`src/rtl/fc_pkg.sv`:
```
// ============================================================================
// Module   : fc_pkg
// Brief    : Shared lane geometry, FSM state encoding and lane-extract helper
//            for the FC result-stream argmax stage.
// Revision : 1.0 - initial release
// ============================================================================
`default_nettype none

package fc_pkg;

    localparam int LANE_W = 8;
    localparam int LANES  = 4;

    typedef enum logic [1:0] {
        IDLE = 2'd0,
        RUN  = 2'd1,
        DONE = 2'd2
    } state_t;

    // Lane 0 sits in the least significant byte.
    function automatic logic [LANE_W-1:0] lane_extract(
        input logic [LANES*LANE_W-1:0] data,
        input logic [1:0]              idx
    );
        return data[idx*LANE_W +: LANE_W];
    endfunction

endpackage

`default_nettype wire

```
`src/rtl/fc_axis_skid.sv`:
```
// ============================================================================
// Module   : fc_axis_skid
// Brief    : Two-entry AXIS register slice with a registered upstream ready.
//            Full throughput, no combinational ready path.
// Revision : 1.0 - initial release
// ============================================================================
`default_nettype none

module fc_axis_skid #(
    parameter int WIDTH = 38
) (
    input  logic             clk,
    input  logic             rst,
    input  logic             i_s_en,
    input  logic             i_s_valid,
    output logic             o_s_ready,
    input  logic [WIDTH-1:0] i_s_data,
    output logic             o_m_valid,
    input  logic             i_m_ready,
    output logic [WIDTH-1:0] o_m_data
);

    logic [WIDTH-1:0] r_mem [2];
    logic             r_wr_ptr;
    logic             r_rd_ptr;
    logic [1:0]       r_cnt;
    logic [1:0]       w_cnt_next;
    logic             r_s_ready;
    logic             w_push;
    logic             w_pop;

    assign w_push    = i_s_valid && r_s_ready;
    assign w_pop     = (r_cnt != 2'd0) && i_m_ready;
    assign o_s_ready = r_s_ready;
    assign o_m_valid = (r_cnt != 2'd0);
    assign o_m_data  = r_mem[r_rd_ptr];

    always_comb begin
        w_cnt_next = r_cnt;
        case ({w_push, w_pop})
            2'b10:   w_cnt_next = r_cnt + 2'd1;
            2'b01:   w_cnt_next = r_cnt - 2'd1;
            default: w_cnt_next = r_cnt;
        endcase
    end

    // Ready for next cycle is decided from next occupancy, so a full slice
    // stalls upstream without looking at i_m_ready combinationally.
    always_ff @(posedge clk) begin
        if (rst) begin
            r_mem[0]  <= '0;
            r_mem[1]  <= '0;
            r_wr_ptr  <= 1'b0;
            r_rd_ptr  <= 1'b0;
            r_cnt     <= 2'd0;
            r_s_ready <= 1'b0;
        end else begin
            if (w_push) begin
                r_mem[r_wr_ptr] <= i_s_data;
                r_wr_ptr        <= ~r_wr_ptr;
            end
            if (w_pop) begin
                r_rd_ptr <= ~r_rd_ptr;
            end
            r_cnt     <= w_cnt_next;
            r_s_ready <= i_s_en && (w_cnt_next != 2'd2);
        end
    end

endmodule

`default_nettype wire

```
`src/rtl/fc_argmax_stream.sv`:
```
// ============================================================================
// Module   : fc_argmax_stream
// Brief    : Forwards the FC int8 result stream and tracks the running argmax.
//            Optional macro FC_ARGMAX_RELU_EN clamps negative forwarded lanes.
// Revision : 1.0 - initial release
// ============================================================================
`default_nettype none

module fc_argmax_stream
    import fc_pkg::*;
#(
    parameter int DATA_W = 32,
    parameter int CNT_W  = 21
) (
    input  logic                 clk,
    input  logic                 rst,
    input  logic                 start,
    input  logic                 s_axis_tvalid,
    output logic                 s_axis_tready,
    input  logic [DATA_W-1:0]    s_axis_tdata,
    input  logic [DATA_W/8-1:0]  s_axis_tkeep,
    input  logic                 s_axis_tlast,
    input  logic                 s_axis_tuser,
    output logic                 m_axis_tvalid,
    input  logic                 m_axis_tready,
    output logic [DATA_W-1:0]    m_axis_tdata,
    output logic [DATA_W/8-1:0]  m_axis_tkeep,
    output logic                 m_axis_tlast,
    output logic                 m_axis_tuser,
    output logic                 busy,
    output logic                 argmax_done,
    output logic [CNT_W-1:0]     max_index,
    output logic [7:0]           max_value,
    output logic [CNT_W-1:0]     elem_count
);

    localparam int KEEP_W = DATA_W / LANE_W;
    localparam int PAY_W  = DATA_W + KEEP_W + 2;

    state_t                    r_state;
    state_t                    w_state_next;
    logic                      r_busy;
    logic                      r_done;
    logic                      r_first_seen;
    logic [CNT_W-1:0]          r_max_index;
    logic [LANE_W-1:0]         r_max_value;
    logic [CNT_W-1:0]          r_elem_count;

    logic                      w_accept;
    logic                      w_restart;
    logic [DATA_W-1:0]         w_fwd_data;
    logic [PAY_W-1:0]          w_s_pay;
    logic [PAY_W-1:0]          w_m_pay;

    logic [CNT_W-1:0]          w_base_cnt;
    logic [CNT_W-1:0]          w_base_idx;
    logic signed [LANE_W-1:0]  w_base_val;
    logic                      w_base_seen;
    logic [CNT_W-1:0]          w_new_cnt;
    logic [CNT_W-1:0]          w_new_idx;
    logic signed [LANE_W-1:0]  w_new_val;
    logic                      w_new_seen;
    logic signed [LANE_W-1:0]  w_lane;
    logic [2:0]                w_pos;
    logic [CNT_W:0]            w_sum;

    assign w_accept  = s_axis_tvalid && s_axis_tready;
    // start in DONE is ignored; in RUN it restarts statistics immediately.
    assign w_restart = start && (r_state != DONE);

`ifdef FC_ARGMAX_RELU_EN
    logic [LANE_W-1:0] w_relu_lane;
    always_comb begin
        w_fwd_data  = s_axis_tdata;
        w_relu_lane = '0;
        for (int i = 0; i < KEEP_W; i++) begin
            w_relu_lane = lane_extract(s_axis_tdata, i[1:0]);
            if (w_relu_lane[LANE_W-1]) begin
                w_fwd_data[i*LANE_W +: LANE_W] = '0;
            end
        end
    end
`else
    assign w_fwd_data = s_axis_tdata;
`endif

    assign w_s_pay = {w_fwd_data, s_axis_tkeep, s_axis_tlast, s_axis_tuser};
    assign {m_axis_tdata, m_axis_tkeep, m_axis_tlast, m_axis_tuser} = w_m_pay;

    fc_axis_skid #(
        .WIDTH (PAY_W)
    ) u_skid (
        .clk       (clk),
        .rst       (rst),
        .i_s_en    (w_state_next == RUN),
        .i_s_valid (s_axis_tvalid),
        .o_s_ready (s_axis_tready),
        .i_s_data  (w_s_pay),
        .o_m_valid (m_axis_tvalid),
        .i_m_ready (m_axis_tready),
        .o_m_data  (w_m_pay)
    );

    always_comb begin
        w_state_next = r_state;
        case (r_state)
            IDLE:    if (start) w_state_next = RUN;
            RUN:     if (w_accept && s_axis_tlast) w_state_next = DONE;
            DONE:    w_state_next = IDLE;
            default: w_state_next = IDLE;
        endcase
    end

    // Kept lanes are ranked in lane order; strict '>' keeps the lower index on ties.
    always_comb begin
        w_base_cnt  = w_restart ? '0   : r_elem_count;
        w_base_idx  = w_restart ? '0   : r_max_index;
        w_base_val  = w_restart ? '0   : $signed(r_max_value);
        w_base_seen = w_restart ? 1'b0 : r_first_seen;
        w_new_idx   = w_base_idx;
        w_new_val   = w_base_val;
        w_new_seen  = w_base_seen;
        w_pos       = '0;
        w_lane      = '0;
        w_sum       = '0;
        for (int i = 0; i < KEEP_W; i++) begin
            if (s_axis_tkeep[i]) begin
                w_lane = $signed(lane_extract(s_axis_tdata, i[1:0]));
                w_sum  = {1'b0, w_base_cnt} + {{(CNT_W-2){1'b0}}, w_pos};
                if (!w_new_seen || (w_lane > w_new_val)) begin
                    w_new_val  = w_lane;
                    w_new_idx  = w_sum[CNT_W] ? '1 : w_sum[CNT_W-1:0];
                    w_new_seen = 1'b1;
                end
                w_pos = w_pos + 3'd1;
            end
        end
        w_sum     = {1'b0, w_base_cnt} + {{(CNT_W-2){1'b0}}, w_pos};
        w_new_cnt = w_sum[CNT_W] ? '1 : w_sum[CNT_W-1:0];
    end

    always_ff @(posedge clk) begin
        if (rst) begin
            r_state      <= IDLE;
            r_busy       <= 1'b0;
            r_done       <= 1'b0;
            r_first_seen <= 1'b0;
            r_max_index  <= '0;
            r_max_value  <= '0;
            r_elem_count <= '0;
        end else begin
            r_state <= w_state_next;
            r_busy  <= (w_state_next == RUN);
            r_done  <= (w_state_next == DONE);
            if (w_accept) begin
                r_elem_count <= w_new_cnt;
                r_max_index  <= w_new_idx;
                r_max_value  <= w_new_val;
                r_first_seen <= w_new_seen;
            end else if (w_restart) begin
                r_elem_count <= '0;
                r_max_index  <= '0;
                r_max_value  <= '0;
                r_first_seen <= 1'b0;
            end
        end
    end

    assign busy        = r_busy;
    assign argmax_done = r_done;
    assign max_index   = r_max_index;
    assign max_value   = r_max_value;
    assign elem_count  = r_elem_count;

endmodule

`default_nettype wire

```
`config.mk`:
```
export PLATFORM = sky130hd
export DESIGN_NAME = fc_argmax_stream
export DESIGN_NICKNAME = d
export VERILOG_FILES = /design/src/rtl/fc_pkg.sv /design/src/rtl/fc_axis_skid.sv /design/src/rtl/fc_argmax_stream.sv
export SDC_FILE = /design/constraint.sdc
export NUM_CORES = 1
export LEC_CHECK = 0
export BUFFER_PORTS_ARGS = -buffer_cell sky130_fd_sc_hd__buf_2
export CAP_MARGIN = 20
export CORE_AREA = 2 2 141 143
export CTS_CLUSTER_DIAMETER = 80
export DETAILED_ROUTE_END_ITERATION = 7
export DIE_AREA = 0 0 143 145
export GPL_ROUTABILITY_DRIVEN = 0
export PLACE_DENSITY = 0.68
export SLEW_MARGIN = 20
export SYNTH_ARGS = -nofsm -noshare
export SYNTH_HDL_FRONTEND = slang
export SYNTH_SLANG_ARGS = --single-unit
export TNS_END_PERCENT = 20
```
`constraint.sdc`:
```
create_clock -name clk -period 22.5 [get_ports clk]
set_input_delay 3.375 -clock clk [delete_from_list [all_inputs] [get_ports clk]]
set_output_delay 3.375 -clock clk [all_outputs]
set_load 0.02 [all_outputs]
```
# Word-level counts from Yosys, hierarchy flattened
# Memories as Yosys holds them, arrays and structs flattened. A register that Yosys moved wholly into a read port is not among the register bits.
# Cells that the tools add are included.
# W data, S select, Z words.
# totals
out_inout_bits,92
input_bits,43
romBits,0
register_bits,60
word_cells,104
mem_bits_rw,76
n_memories,1
latch_bits,0
# op_classes
n_addsub,9
div_mod_pow,0
eq_ne,7
reduce_logical,16
n_shift,0
bitwise,2
order_cmp,4
n_mul,0
n_mux,54
# memory_table
name,depth,word_bits,rd,rd_ports_with_merged_regs,wr,line,source
u_skid.r_mem,2,38,1,1,2,fc_axis_skid.sv:23,logic [WIDTH-1:0] r_mem [2];
# ops
op,count
$mux W21,16
$add A21 B3 Y22,4
$mux W8,10
$mux W38,1
$reduce_or A38 Y1,1
$gt A8 B8 Y1,4
$mux W1,20
$add A3 B1 Y3 const B,3
$mux W3,3
$pmux W2 S2,2
$eq A2 B1 Y1 const B,3
$logic_and A1 B1 Y1,5
$eq A2 B2 Y1 const B,2
$logic_not A1 Y1,4
$logic_or A1 B1 Y1,4
$mux W2,2
$ne A2 B2 Y1 const B,2
$add A2 B1 Y2 const B,1
$logic_not A2 Y1,1
$not A1 Y1,2
$reduce_bool A2 Y1,1
$sub A2 B1 Y2 const B,1

# Longest topological paths before layout
# Gate-level depths: netlist (run 1).
# depth
ltp_word,20
depth_mapped,50
depth_no_buf,44

# Modules after synthesis
# A second synthesis (run 1) with hierarchy kept.
# hier_totals
cells_unflattened,1068
area_unflattened_um2,9491.6
# by_module_without_submodules
mod,instances,cells_each,seq_area_each_um2,area_each_um2
fc_argmax_stream,1,825,1101.1,5905.7
fc_axis_skid,1,243,2402.3,3585.9

# Worst setup path before layout (run 1)
# Ideal clock, no wire load.
# synth_path
path_kind,input -> register
from,in start
to,reg r_max_index[10] (netlist: max_index[10])
t_arrival_ps,12227
n_path_buf,8
setup_time_ps,86
cell_stages,47
slack_ps,10188
required_time_ps,22414
path_cell_list,nand2b_1 clkbuf_1 clkbuf_1 buf_1 nand2_1 ha_1 nand4_1 a2bb2oi_1 o21ai_0 a21oi_1 clkbuf_1 nand2_1 o21ai_0 inv_1 ha_1 and2_1 nand4_1 a2111o_1 [... 11 more ...] o32a_1 buf_4 buf_6 mux2i_1 ha_1 nor2b_1 o21a_1 o21a_1 o21a_1 o21a_1 o21ai_0 a21oi_1 o31a_1 and2_0 clkbuf_1 a21oi_1 a21oi_1 a211oi_1
# synth_between
elab_chain_len,19
elab_cells_between_ends,44
classes_between,add/sub: 3; order compare: 4; mux: 28; reduce/logical: 9
# synth_lines
element,line,source
"start, declared",fc_argmax_stream.sv:17,"input logic start,"
$logic_and A1 B1 Y1 (*),fc_argmax_stream.sv:69,assign w_restart = start && (r_state != DONE);
$mux W8 or $mux W1 (tied branches),-,
$gt A8 B8 Y1 or $logic_not A1 Y1 (tied branches),fc_argmax_stream.sv:130,if (!w_new_seen || (w_lane > w_new_val)) begin
$logic_or A1 B1 Y1,fc_argmax_stream.sv:130,
$mux W8 or $mux W1 (tied branches),fc_argmax_stream.sv:130,
$mux W8 or $mux W1 (tied branches),fc_argmax_stream.sv:127,if (s_axis_tkeep[i]) begin
$gt A8 B8 Y1 or $logic_not A1 Y1 (tied branches),fc_argmax_stream.sv:130,
$logic_or A1 B1 Y1,fc_argmax_stream.sv:130,
[... 3 more ...],-,
$logic_or A1 B1 Y1,fc_argmax_stream.sv:130,
$mux W8 or $mux W1 (tied branches),fc_argmax_stream.sv:130,
$mux W8 or $mux W1 (tied branches),fc_argmax_stream.sv:127,
$gt A8 B8 Y1 or $logic_not A1 Y1 (tied branches),fc_argmax_stream.sv:130,
$logic_or A1 B1 Y1,fc_argmax_stream.sv:130,
$mux W21,fc_argmax_stream.sv:130,
$mux W21,fc_argmax_stream.sv:127,
$mux W21 (*),fc_argmax_stream.sv:155,if (w_accept) begin
"end signal, assigned",fc_argmax_stream.sv:157,r_max_index <= w_new_idx;
"end, declared",fc_argmax_stream.sv:45,logic [CNT_W-1:0] r_max_index;
# Mark *: on every way between the ends. The rest lies on a longest branch, timed or not.
# A chain may end at the register's enable or synchronous reset.

# Worst setup path in the final report (run 1)
# layout_path
from,in start
to,reg r_max_index[15] (netlist: max_index[15])
# Same word-level chain as after synthesis.

==> results of run 1 <==
[worst max-delay path: cells and delay by family]
kind / cells / cell delay (ns)
buf+inv: 4 / 1.01
fa+ha+maj: 4 / 1.31
compound gates: 22 / 5.94
simple gates: 10 / 1.63
mux: 2 / 0.79
[cell families (layout without fill, tap and decap cells)]
logic type               count (synthesis)  count (layout)
multiplexers                            63              63
XOR/XNOR                                69              69
flip-flops                             137             137
adder cells (fa/ha/maj)                 45              45
buffers and inverters                  119             218
AND/OR/NAND/NOR                        342             342
AO/OA/AOI/OAI                          282             282
[layout by cell type (no fill, tap or decap), drive strengths merged, types with 5 or more instances in the layout]
| master | n |
|---|---|
| mux2i | 18 |
| nor2 | 63 |
| a21oi | 111 |
| nor4 | 15 |
| o31ai | 6 |
| o21a | 6 |
| ha | 42 |
| o21ai | 36 |
| a211oi | 31 |
| nand2 | 85 |
| nand4 | 10 |
| o211ai | 5 |
| xnor2 | 44 |
| nand4b | 9 |
| dfxtp | 61 |
| a22o | 15 |
| o21bai | 11 |
| nand2b | 6 |
| a221oi | 24 |
| clkbuf | 17 |
| o221ai | 9 |
| mux2 | 45 |
| nor3 | 13 |
| xor2 | 25 |
| inv | 46 |
| edfxtp | 76 |
| nor2b | 6 |
| and2 | 32 |
| a21o | 9 |
| nand3 | 26 |
| buf | 149 |
| and3 | 62 |
[worst paths after layout]
path,from,to,depth (start not counted),slack [ns]
max,start,max_index[15]$_SDFF_PP0_,42,8.73
min,r_state[1]$_SDFF_PP0_,busy$_SDFF_PP0_,1,0.50
max reg2reg,r_state[1]$_SDFF_PP0_,max_index[15]$_SDFF_PP0_,42,11.01
min reg2reg,r_state[1]$_SDFF_PP0_,busy$_SDFF_PP0_,1,0.50
[layer usage]
metal | share of wire | vias to the layer above
met5 | 0 | -
met4 | 0.023 | 0
met3 | 0.065 | 48
met2 | 0.48 | 368
met1 | 0.43 | 4075
li1 | - | 4076
[cells in the mapped netlist (3+ instances only)]
cell type / n / area (um2)
o221ai_1: 9 / 78.8
nor2b_1: 6 / 37.5
buf_1: 10 / 37.5
mux2i_1: 18 / 180
nor4_1: 15 / 93.8
xor2_1: 25 / 219
nor2_1: 63 / 236
ha_1: 42 / 526
and3_1: 62 / 388
edfxtp_1: 76 / 2280
nand4b_1: 9 / 78.8
a211oi_1: 31 / 233
and4_1: 4 / 35.0
o211ai_1: 5 / 37.5
a22o_1: 15 / 131
nand2_1: 85 / 319
mux2_2: 43 / 484
a21o_1: 9 / 67.6
clkbuf_1: 68 / 255
o31ai_1: 6 / 45.0
a21oi_1: 111 / 556
o21a_1: 6 / 45.0
or3_1: 4 / 25.0
inv_1: 36 / 135
nor3_1: 13 / 65.1
fa_1: 3 / 60.1
nand3_1: 26 / 130
nand4_1: 10 / 62.6
o21bai_1: 11 / 82.6
dfxtp_1: 61 / 1220
nand2b_1: 6 / 37.5
o21ai_0: 34 / 170
xnor2_1: 44 / 385
and2_1: 31 / 194
a221oi_1: 22 / 193
[cell type report]
type	instances	area, um2	area share
clock inverter	15	149	0.0137
inverter	37	139	0.0127
multi-input combinational	801	5570	0.511
timing repair buffer	149	783	0.0718
clock buffer	17	425	0.0390
tap	265	332	0.0304
sequential	137	3500	0.321
[state kept, by name (all words and copies together), names as in the netlist, 2 cells and up, named ones only]
signal and cells:
max_value 8, r_state 2, max_index 21, u_skid.r_mem 76, elem_count 21, u_skid.r_cnt 2
[power groups by stage]
stage	clock, mW	combinational, mW	sequential (mW)
floorplan	0	0.110	0.290
global placement	0	0.156	0.289
detailed placement	0	0.157	0.289
CTS	0.278	0.158	0.284
global route	0.288	0.172	0.285
finish	0.276	0.158	0.284
==> metrics.cfg, run 1 <==
[detailed_routing]
first_iter_violations = 881
antenna_left = 0
routed-via-count = 8567
drt-total-wl_mm = 27.3
dr.pass1.iters = 5
wl_per_cell_um = 19.2
avgViaCountPerCell = 6.03
drc = 0

[synth]
netlist_area_mm2 = 0.00952
ys_warn_count = 0
synth-simple-area-share = 0.185
synth_seq_area_share = 0.368
avgSynthCellArea_um2 = 9.00
synth_ff_type = edfxtp_1
synth_cell_types = 66
syn_nets = 1145
synth_compound_area_frac = 0.199
synth_top_family_by_area = compound AO/OA/AOI/OAI gates
synth_edf_count = 76
syn_inst = 1057
synth_xor_area_frac = 0.0635
yosys.area_share.adder = 0.0615
synth-async-reset-ratio = 0
synth_seq_cells = 137
muxShareOfSynthArea = 0.0730

[cells_and_area]
utilization = 0.568
final_cell_area_mm2 = 0.0109
antenna_cells = 0
drive_gt1_frac = 0.208
fill_cells = 1745
nets = 1231
fin_cells = 1421
areaGrowthSynthToFinish_pct = 14.6

[clock_tree]
cts_buffer_depth = 2
clkTransAtPathRegs_ns = 0.07
cts_setup_buffers = 0
clock_latency_ns = 0.43
ctsHoldBuffers = 0
cts_tree = done
cts-root-buf = clkbuf_16
htree_levels = 4
cts_buffers = 17
clock-sinks = 137
cts_resized = 0

[timing]
finalWorstSetupSlack_ns = 8.73
hold_slack_ns = 0.495
tns_ns = 0
period_share = 0.612
worst_pin_slew_ns = 1.04
period_needed_ns = 13.77
finalHoldViolations = 0
fin_skew_ns = 0.00909
rsz0062_at_grt = false
maxSlewViolCount = 0
finalSetupViolations = 0
slew_headroom = 0.305
fmax_mhz = 72.6

[place]
io_buffers = 134
placed_area_mm2 = 0.0103
dpl_worst_slack_ns = 8.40
place_inst = 1389
dpl.hpwl_mm = 18.5

[global_route]
antenna_found_initial = 0
busiest_layer = met2
grt_max_degree = 77
gr-total-overflow = 0
groute.usage.overall = 0.264
grt_pass1_wl_mm = 43.4
met1_usage = 0.346
grt_pass1_vias = 8138
use_met2 = 0.439
use_met3 = 0.0416

[power_and_ir_drop]
p_seq_frac = 0.395
p_int_mw = 0.483
p_leak_nw = 4.58
switching_share = 0.327
clkPwrFrac = 0.384
total_power_mw = 0.718
combPwrFrac = 0.221
power_switching_mw = 0.235
ir_worst_vdd_v = 0.0000538
power.density_mw_per_mm2 = 65.8

[outcome]
status = complete, no violations

[job]
cap_violations = 0

[worst_setup_path]
crit_fanout = 70
worstSetupStartpointType = primary input
crit_top_cell = o21ai_0
critPathSlowestCell = o32a_2
crit_type = in2reg
worst_path_largest_cell_delay_ns = 0.85
critPathCaptureType = flop
critical_path_arrival_ns = 14.11
critical_path_required_ns = 22.84

[floorplan]
fp.dieH_um = 145
num_rows = 51
die_w_um = 143
start_util = 0.495
dieArea_mm2 = 0.0207
fp.coreArea_mm2 = 0.0192
io_pins = 135

[worst_hold_path]
hold_class = reg2reg

(Power assumes the default switching activity.)
==> run 2: changes to the inputs <==
==> constraint.sdc (replaced) <==
create_clock -name clk -period 13.1 [get_ports clk]
set_input_delay 1.965 -clock clk [delete_from_list [all_inputs] [get_ports clk]]
set_output_delay 1.965 -clock clk [all_outputs]
set_load 0.02 [all_outputs]
==> metrics.cfg, run 2 (synthesis results as in run 1) <==
[power_and_ir_drop]
p_seq_frac = 0.398
clkPwrFrac = 0.378
power_switching_mw = 0.397
p_int_mw = 0.826
power.density_mw_per_mm2 = 112
p_leak_nw = 4.58
ir_worst_vdd_v = 0.000112
switching_share = 0.325
total_power_mw = 1.22
combPwrFrac = 0.224

[detailed_routing]
first_iter_violations = 697
drt-total-wl_mm = 27.7
avgViaCountPerCell = 6.07
dr.pass1.iters = 5
routed-via-count = 8636
drc = 0
wl_per_cell_um = 19.5
antenna_left = 0

[cells_and_area]
fin_cells = 1422
fill_cells = 1719
largest_reg_flops = 76
final_common_cell = buf_2
most-common-layout-cells = 134 x buf_2, 111 x a21oi_1, 85 x nand2_1
final_cell_area_mm2 = 0.0109
utilization = 0.567
antenna_cells = 0
nets = 1232
areaGrowthSynthToFinish_pct = 14.5
drive_gt1_frac = 0.209
largest-register = u_skid.r_mem

[global_route]
grt_pass1_wl_mm = 43.7
groute.usage.overall = 0.266
grt_pass1_vias = 8229
antenna_found_initial = 0
grt_max_degree = 77
gr-total-overflow = 0

[worst_setup_path]
critical_path_arrival_ns = 11.69
worstReg2RegStart = r_state[1]$_SDFF_PP0_
critPathSlowestCell = a21oi_1
crit_start = start
crit_type = in2reg
crit_fanout = 51
worst_path_largest_cell_delay_ns = 0.87
worstSetupStartpointType = primary input
critPathCaptureType = flop
critical_path_required_ns = 13.43

[clock_tree]
ctsHoldBuffers = 0
cts_tree = done
cts_buffers = 17
clkTransAtPathRegs_ns = 0.06
cts_setup_buffers = 0
clock_latency_ns = 0.43
cts-root-buf = clkbuf_16
cts_resized = 0
htree_levels = 4
clock-sinks = 137
cts_buffer_depth = 2

[place]
dpl_worst_slack_ns = 1.42
io_buffers = 134
placed_area_mm2 = 0.0103
place_inst = 1390
dpl.hpwl_mm = 18.8

[timing]
period_needed_ns = 11.36
slew_headroom = 0.289
worst_pin_slew_ns = 1.07
finalWorstSetupSlack_ns = 1.74
finalHoldViolations = 0
maxSlewViolCount = 0
fin_skew_ns = 0.0130
finalSetupViolations = 0
fmax_mhz = 88.0
hold_slack_ns = 0.486
rsz0062_at_grt = false
tns_ns = 0
period_share = 0.867

[floorplan]
fp.dieH_um = 145
fp.coreArea_mm2 = 0.0192
die_w_um = 143
start_util = 0.495
io_pins = 135
num_rows = 51
dieArea_mm2 = 0.0207

[worst_hold_path]
hp-start = r_state[1]$_SDFF_PP0_
hold_class = reg2reg

[outcome]
status = complete, no violations

[job]
cap_violations = 0

[run 2: cell count changes in the layout (fill, tap and decap cells not counted), sizes merged]
cell    before  now
buf        149  150
clkinv       4    7
inv         46   43
[run 2: worst max-delay path, delay by kind of cell]
family	cells	cell delay, ns
buffers and inverters	4	1.21
AOI/OAI and AO/OA	19	4.91
adders and majority gates	4	1.27
and+or+nand+nor	10	1.78
muxes	2	0.54
[run 2: final timing paths]
| path | to | slack, ns | depth (start not counted) |
|---|---|---|---|
| max | max_index[17]$_SDFF_PP0_ | 1.74 | 39 |
| min | busy$_SDFF_PP0_ | 0.49 | 1 |
| max reg2reg | max_index[17]$_SDFF_PP0_ | 2.60 | 39 |
| min reg2reg | busy$_SDFF_PP0_ | 0.49 | 1 |
[run 2: power groups by stage]
stage	clock network, mW	logic, mW	registers, mW
4_1_cts	0.467	0.273	0.487
3_5_place_dp	0	0.272	0.496
3_3_place_gp	0	0.267	0.496
6_report	0.462	0.274	0.487
5_1_grt	0.484	0.298	0.489
2_1_floorplan	0	0.189	0.499
[run 2: final cells by class]
type                       instances  area [um2]  area share
multi-input combinational        801        5570       0.511
sequential                       137        3500       0.321
timing repair buffer             150         791      0.0726
clock buffer                      17         425      0.0390
tap                              265         332      0.0304
inverter                          37         139      0.0127
clock inverter                    15         134      0.0123
[run 2: layer usage]
layer	GRT usage	routed length (um)	vias up
li1	-	-	4084
met1	0.339	11500	4092
met2	0.438	13400	391
met3	0.0472	1970	69
met4	0.120	923	0
met5	0	0	-
